File: config.mk
export PLATFORM = sky130hd
export DESIGN_NAME = mmio_arbiter
export DESIGN_NICKNAME = d
export VERILOG_FILES = /design/src/rtl/mmio_arbiter.sv
export SDC_FILE = /design/constraint.sdc
export NUM_CORES = 1
export LEC_CHECK = 0
export CAP_MARGIN = 20
export CORE_UTILIZATION = 28
export DETAILED_ROUTE_END_ITERATION = 8
export PLACE_DENSITY_LB_ADDON = 0.08
export SLEW_MARGIN = 10
export SYNTH_ARGS = -nofsm -noshare
export SYNTH_HDL_FRONTEND = slang
export SYNTH_SLANG_ARGS = --single-unit
File: constraint.sdc
create_clock -name clk -period 2.3 [get_ports clk]
set_input_delay 0.23 -clock clk [delete_from_list [all_inputs] [get_ports clk]]
set_output_delay 0.23 -clock clk [all_outputs]
set_load 0.05 [all_outputs]
File: src/rtl/mmio_arbiter.sv
// Two-requester arbiter and sequencer for the shared MMIO port.
// Each granted access goes through ISSUE and, for reads, RDATA; long stalls are aborted.
module mmio_arbiter #(
    parameter bit PRIO_FIXED = 1'b0,
    parameter int TIMEOUT    = 255
) (
    input  logic        clk,
    input  logic        rst,
    input  logic        req0,
    input  logic        we0,
    input  logic        bsel0,
    input  logic        ben0,
    input  logic [15:0] addr0,
    input  logic [15:0] wdata0,
    input  logic        req1,
    input  logic        we1,
    input  logic        bsel1,
    input  logic        ben1,
    input  logic [15:0] addr1,
    input  logic [15:0] wdata1,
    output logic        ack0,
    output logic        err0,
    output logic [15:0] rdata0,
    output logic        ack1,
    output logic        err1,
    output logic [15:0] rdata1,
    output logic        m_en,
    output logic        m_we,
    output logic        m_bsel,
    output logic        m_ben,
    output logic [15:0] m_addr,
    output logic [15:0] m_wdata,
    input  logic [15:0] m_rdata,
    input  logic        m_wait
);

    typedef enum logic [1:0] {IDLE, ISSUE, RDATA} state_t;

    localparam logic [7:0] TIMEOUT_CNT = 8'(TIMEOUT);

    state_t      state_q, state_d;
    logic        gnt_q, gnt_d;
    logic        last_q, last_d;
    logic [7:0]  cnt_q, cnt_d;

    logic        win;
    logic        ack_o, err_o;
    logic [15:0] rdata_o;

    logic        o_we, o_bsel, o_ben;
    logic [15:0] o_addr, o_wdata;

    assign o_we    = gnt_q ? we1    : we0;
    assign o_bsel  = gnt_q ? bsel1  : bsel0;
    assign o_ben   = gnt_q ? ben1   : ben0;
    assign o_addr  = gnt_q ? addr1  : addr0;
    assign o_wdata = gnt_q ? wdata1 : wdata0;

    always_comb begin
        state_d = state_q;
        gnt_d   = gnt_q;
        last_d  = last_q;
        cnt_d   = cnt_q;
        win     = 1'b0;
        ack_o   = 1'b0;
        err_o   = 1'b0;
        rdata_o = 16'h0000;
        m_en    = 1'b0;
        m_we    = 1'b0;
        m_bsel  = 1'b0;
        m_ben   = 1'b0;
        m_addr  = 16'h0000;
        m_wdata = 16'h0000;

        case (state_q)
            IDLE: begin
                if (req0 || req1) begin
                    // Contention: fixed priority favours requester 0, otherwise alternate.
                    if (req0 && req1) win = PRIO_FIXED ? 1'b0 : ~last_q;
                    else              win = req1;
                    gnt_d   = win;
                    last_d  = win;
                    cnt_d   = 8'd0;
                    state_d = ISSUE;
                end
            end
            ISSUE: begin
                m_en    = 1'b1;
                m_we    = o_we;
                m_bsel  = o_bsel;
                m_ben   = o_ben;
                m_addr  = o_addr;
                m_wdata = o_wdata;
                if (m_wait) begin
                    if (cnt_q == TIMEOUT_CNT) begin
                        m_en    = 1'b0;
                        ack_o   = 1'b1;
                        err_o   = 1'b1;
                        state_d = IDLE;
                    end else begin
                        cnt_d = cnt_q + 8'd1;
                    end
                end else if (o_we) begin
                    ack_o   = 1'b1;
                    state_d = IDLE;
                end else begin
                    state_d = RDATA;
                end
            end
            RDATA: begin
                // Address stays selected so the registered read data belongs to this access.
                m_addr  = o_addr;
                m_bsel  = o_bsel;
                ack_o   = 1'b1;
                rdata_o = m_rdata;
                state_d = IDLE;
            end
            default: state_d = IDLE;
        endcase

        if (rst) begin
            ack_o   = 1'b0;
            err_o   = 1'b0;
            rdata_o = 16'h0000;
            m_en    = 1'b0;
            m_we    = 1'b0;
            m_bsel  = 1'b0;
            m_ben   = 1'b0;
            m_addr  = 16'h0000;
            m_wdata = 16'h0000;
        end
    end

    assign ack0   = ack_o & ~gnt_q;
    assign ack1   = ack_o &  gnt_q;
    assign err0   = err_o & ~gnt_q;
    assign err1   = err_o &  gnt_q;
    assign rdata0 = gnt_q ? 16'h0000 : rdata_o;
    assign rdata1 = gnt_q ? rdata_o  : 16'h0000;

    always_ff @(posedge clk) begin
        if (rst) begin
            state_q <= IDLE;
            gnt_q   <= 1'b0;
            last_q  <= 1'b1;
            cnt_q   <= 8'd0;
        end else begin
            state_q <= state_d;
            gnt_q   <= gnt_d;
            last_q  <= last_d;
            cnt_q   <= cnt_d;
        end
    end

endmodule

==> results.yml <==
placed_design:
  hpwl_um: 6360
  routabilityCongestion: 0.886
  pre_cts_ws_ns: 0.228
  io_buffers: 162
worst_setup_path:
  worstPathRequired_ns: 2.07
  critPathMaxFanout: 5
  cp-end-kind: "output pin"
  crit_path_start_kind: "register"
  cp_slowest_stage_delay_ns: 0.39
  reg2reg_depth: 6
  slowest_stage: "dfxtp_1"
  cp_data_arrival_time_ns: 2.02
  critical_path.cell_chain: "ha_1, and3_2, and2_2, a311oi_4, nor3_2, buf_12"
  path_class: "reg2out"
routing:
  met2_length_um: 4500
  postRouteAntennaNets: 0
  drt-pass1-iter-count: 4
  routedWlPerCell_um: 16.8
  drc: 0
  met1Wirelength_um: 2290
  vias_per_cell: 4.86
  met3_length_um: 506
  wl_um: 7390
  top_layer: "met4"
  first_iter_violations: 93
  via_count: 2134
job:
  drv_cap: 0
worst_hold_path:
  hold_class: "reg2reg"
  hold-path-cell-count: 1
floorplanning:
  ios: 163
  die_h_um: 74.7
  start_util_pct: 29.0
  die_area_sq_um: 5590
  rows: 26
  die_w_um: 74.7
  coreArea_sq_um: 5110
sta:
  setup_violations: 0
  finalCriticalPeriod_ns: 2.25
  hold_ws_ns: 0.504
  slew_violations: 0
  hold_viol: 0
  finalCritPeriodShare_pct: 97.7
  relSlewSlack_pct: 67.9
  fin_setup_tns_ns: 0
  max_freq_ghz: 0.445
  tightest_slew_ns: 0.482
  setup_ws_ns: 0.0520
  fin_worst_skew_ns: 0.000408
clocking:
  clk_latency_ns: 0.24
  postCtsSetupBuffers: 0
  clockRootBuffer: "clkbuf_8"
  cts_buffers: 3
  htreeDepth: 1
  cts_buffer_depth: 2
  cts_tree: "built"
  clkSinkCount: 12
  clk_pin_slew_ns: 0.05
pwr:
  vdd_drop_max_mv: 0.272
  powerDensity_nw_per_um2: 293
  p_leak_nw: 1.54
logic_synthesis:
  synth-seq-cells: 12
  yosysWarnings: 0
  synth_edf_count: 0
  synth_ff_type: "dfxtp_1"
  yosysMostFrequentCell: "nor2_1"
  synth_top_cell_area_share_pct: 24.3
  synth_nets: 301
  synth.cell_area_sq_um: 1480
  synthTopCellsByCount: "38 x nor2_1, 36 x mux2i_1, 34 x and2_1, 12 x dfxtp_1, 11 x a21oi_1"
  yosysTopAreaCell: "mux2i_1"
  synth_area_leaders: "mux2i_1 24%, dfxtp_1 16%, and2_1 14%"
  synth.distinct_cells: 33
  ys_async_sr_fraction_pct: 0
  syn-mean-instance-area_sq_um: 7.19
  synth-seq-area-share_pct: 16.2
  synth_cells: 206
global_route:
  grt_pass1_vias: 2068
  grt_max_degree: 25
  antenna_found_initial: 0
  grt_use_total_pct: 25.2
  overflow: 0
  grt_pass1_wl_um: 10300
layout:
  seqCellArea_sq_um: 241
  layout-drive-gt1-share_pct: 26.8
  fin_util_pct: 78.8
  area_delta_synth_final_pct: 172
  multi_input_area_sq_um: 1210
  final.fill_count: 329
  n_antenna_cell: 0
  fin_nets: 465
run_status:
  status: "finished, final reports clean"
[routing by layer]
layer  global-route usage, %  vias up
met5                       0        -
met4                    4.40        0
met3                    6.43        8
met2                    54.2      112
met1                    23.4      967
li1                        -     1047
[per-stage QoR]
step                instances  total power, W  cell area [sq um]
global route              439         0.00123               4030
detailed placement        435        0.000941               3930
floorplan                 206        0.000544               1490
finish                    439         0.00118               4030
CTS                       439         0.00118               4000
global placement          435        0.000934               3930
[layout make-up]
type                    count  area share (%)
clock buffers               4            1.37
inverters                   7           0.653
multi-input cells         176            30.1
flip-flops and latches     12            6.00
well taps                  70            2.18
repair buffers            170            59.7
[registers in the layout (all words and copies together), names as in the netlist]
register / flops
gnt_q: 1
cnt_q: 8
last_q: 1
state_q: 2
[final timing paths]
kind	slack, ns	from	endpoint
max reg2reg	0.41	cnt_q[0]	cnt_q[3]
max	0.05	cnt_q[0]	ack1
min	0.50	cnt_q[3]	cnt_q[3]
min reg2reg	0.50	cnt_q[3]	cnt_q[3]
[timing repair]
item	CTS	global route
endpoints found under the setup margin	2	4
hold buffers	0	0
resized for setup	1	7
pin swaps	0	1
[cell families (layout without fill, tap and decap cells)]
logic type | after synthesis | in the layout | synth area share [%]
AO/OA/AOI/OAI | 29 | 29 | 13.7
AND/OR/NAND/NOR | 107 | 107 | 37.3
multiplexers | 36 | 36 | 24.3
adder cells (fa/ha/maj) | 4 | 4 | 3.38
buffers and inverters | 18 | 181 | 5.07
flip-flops | 12 | 12 | 16.2
[worst max-delay path: cells and delay by family (launching register included)]
| kind | cells | cell delay (ns) |
|---|---|---|
| fa+ha+maj | 1 | 0.24 |
| compound gates | 1 | 0.13 |
| simple gates | 3 | 0.84 |
| buf+inv | 1 | 0.18 |
| flops | 1 | 0.39 |
[where the power goes]
group          total, W  switching, W  internal [W]
clock          0.000233     0.0000812      0.000152
sequential     0.000225    0.00000803      0.000217
combinational  0.000722      0.000352      0.000370
[placed cells by master, fill, tap and decap left out, types with 4 or more instances in the layout]
| cell type | Yosys | layout |
|---|---|---|
| a21oi_1 | 11 | 11 |
| o211ai_1 | 6 | 6 |
| and2_1 | 34 | 33 |
| mux2i_1 | 36 | 36 |
| nor3_2 | 0 | 5 |
| inv_1 | 6 | 6 |
| clkdlybuf4s50_1 | 0 | 90 |
| clkbuf_8 | 0 | 4 |
| nand3_1 | 5 | 5 |
| nor2_1 | 38 | 38 |
| nand2_1 | 10 | 10 |
| dfxtp_1 | 12 | 11 |
| buf_4 | 0 | 8 |
| buf_12 | 0 | 72 |
(Power assumes the default switching activity.)
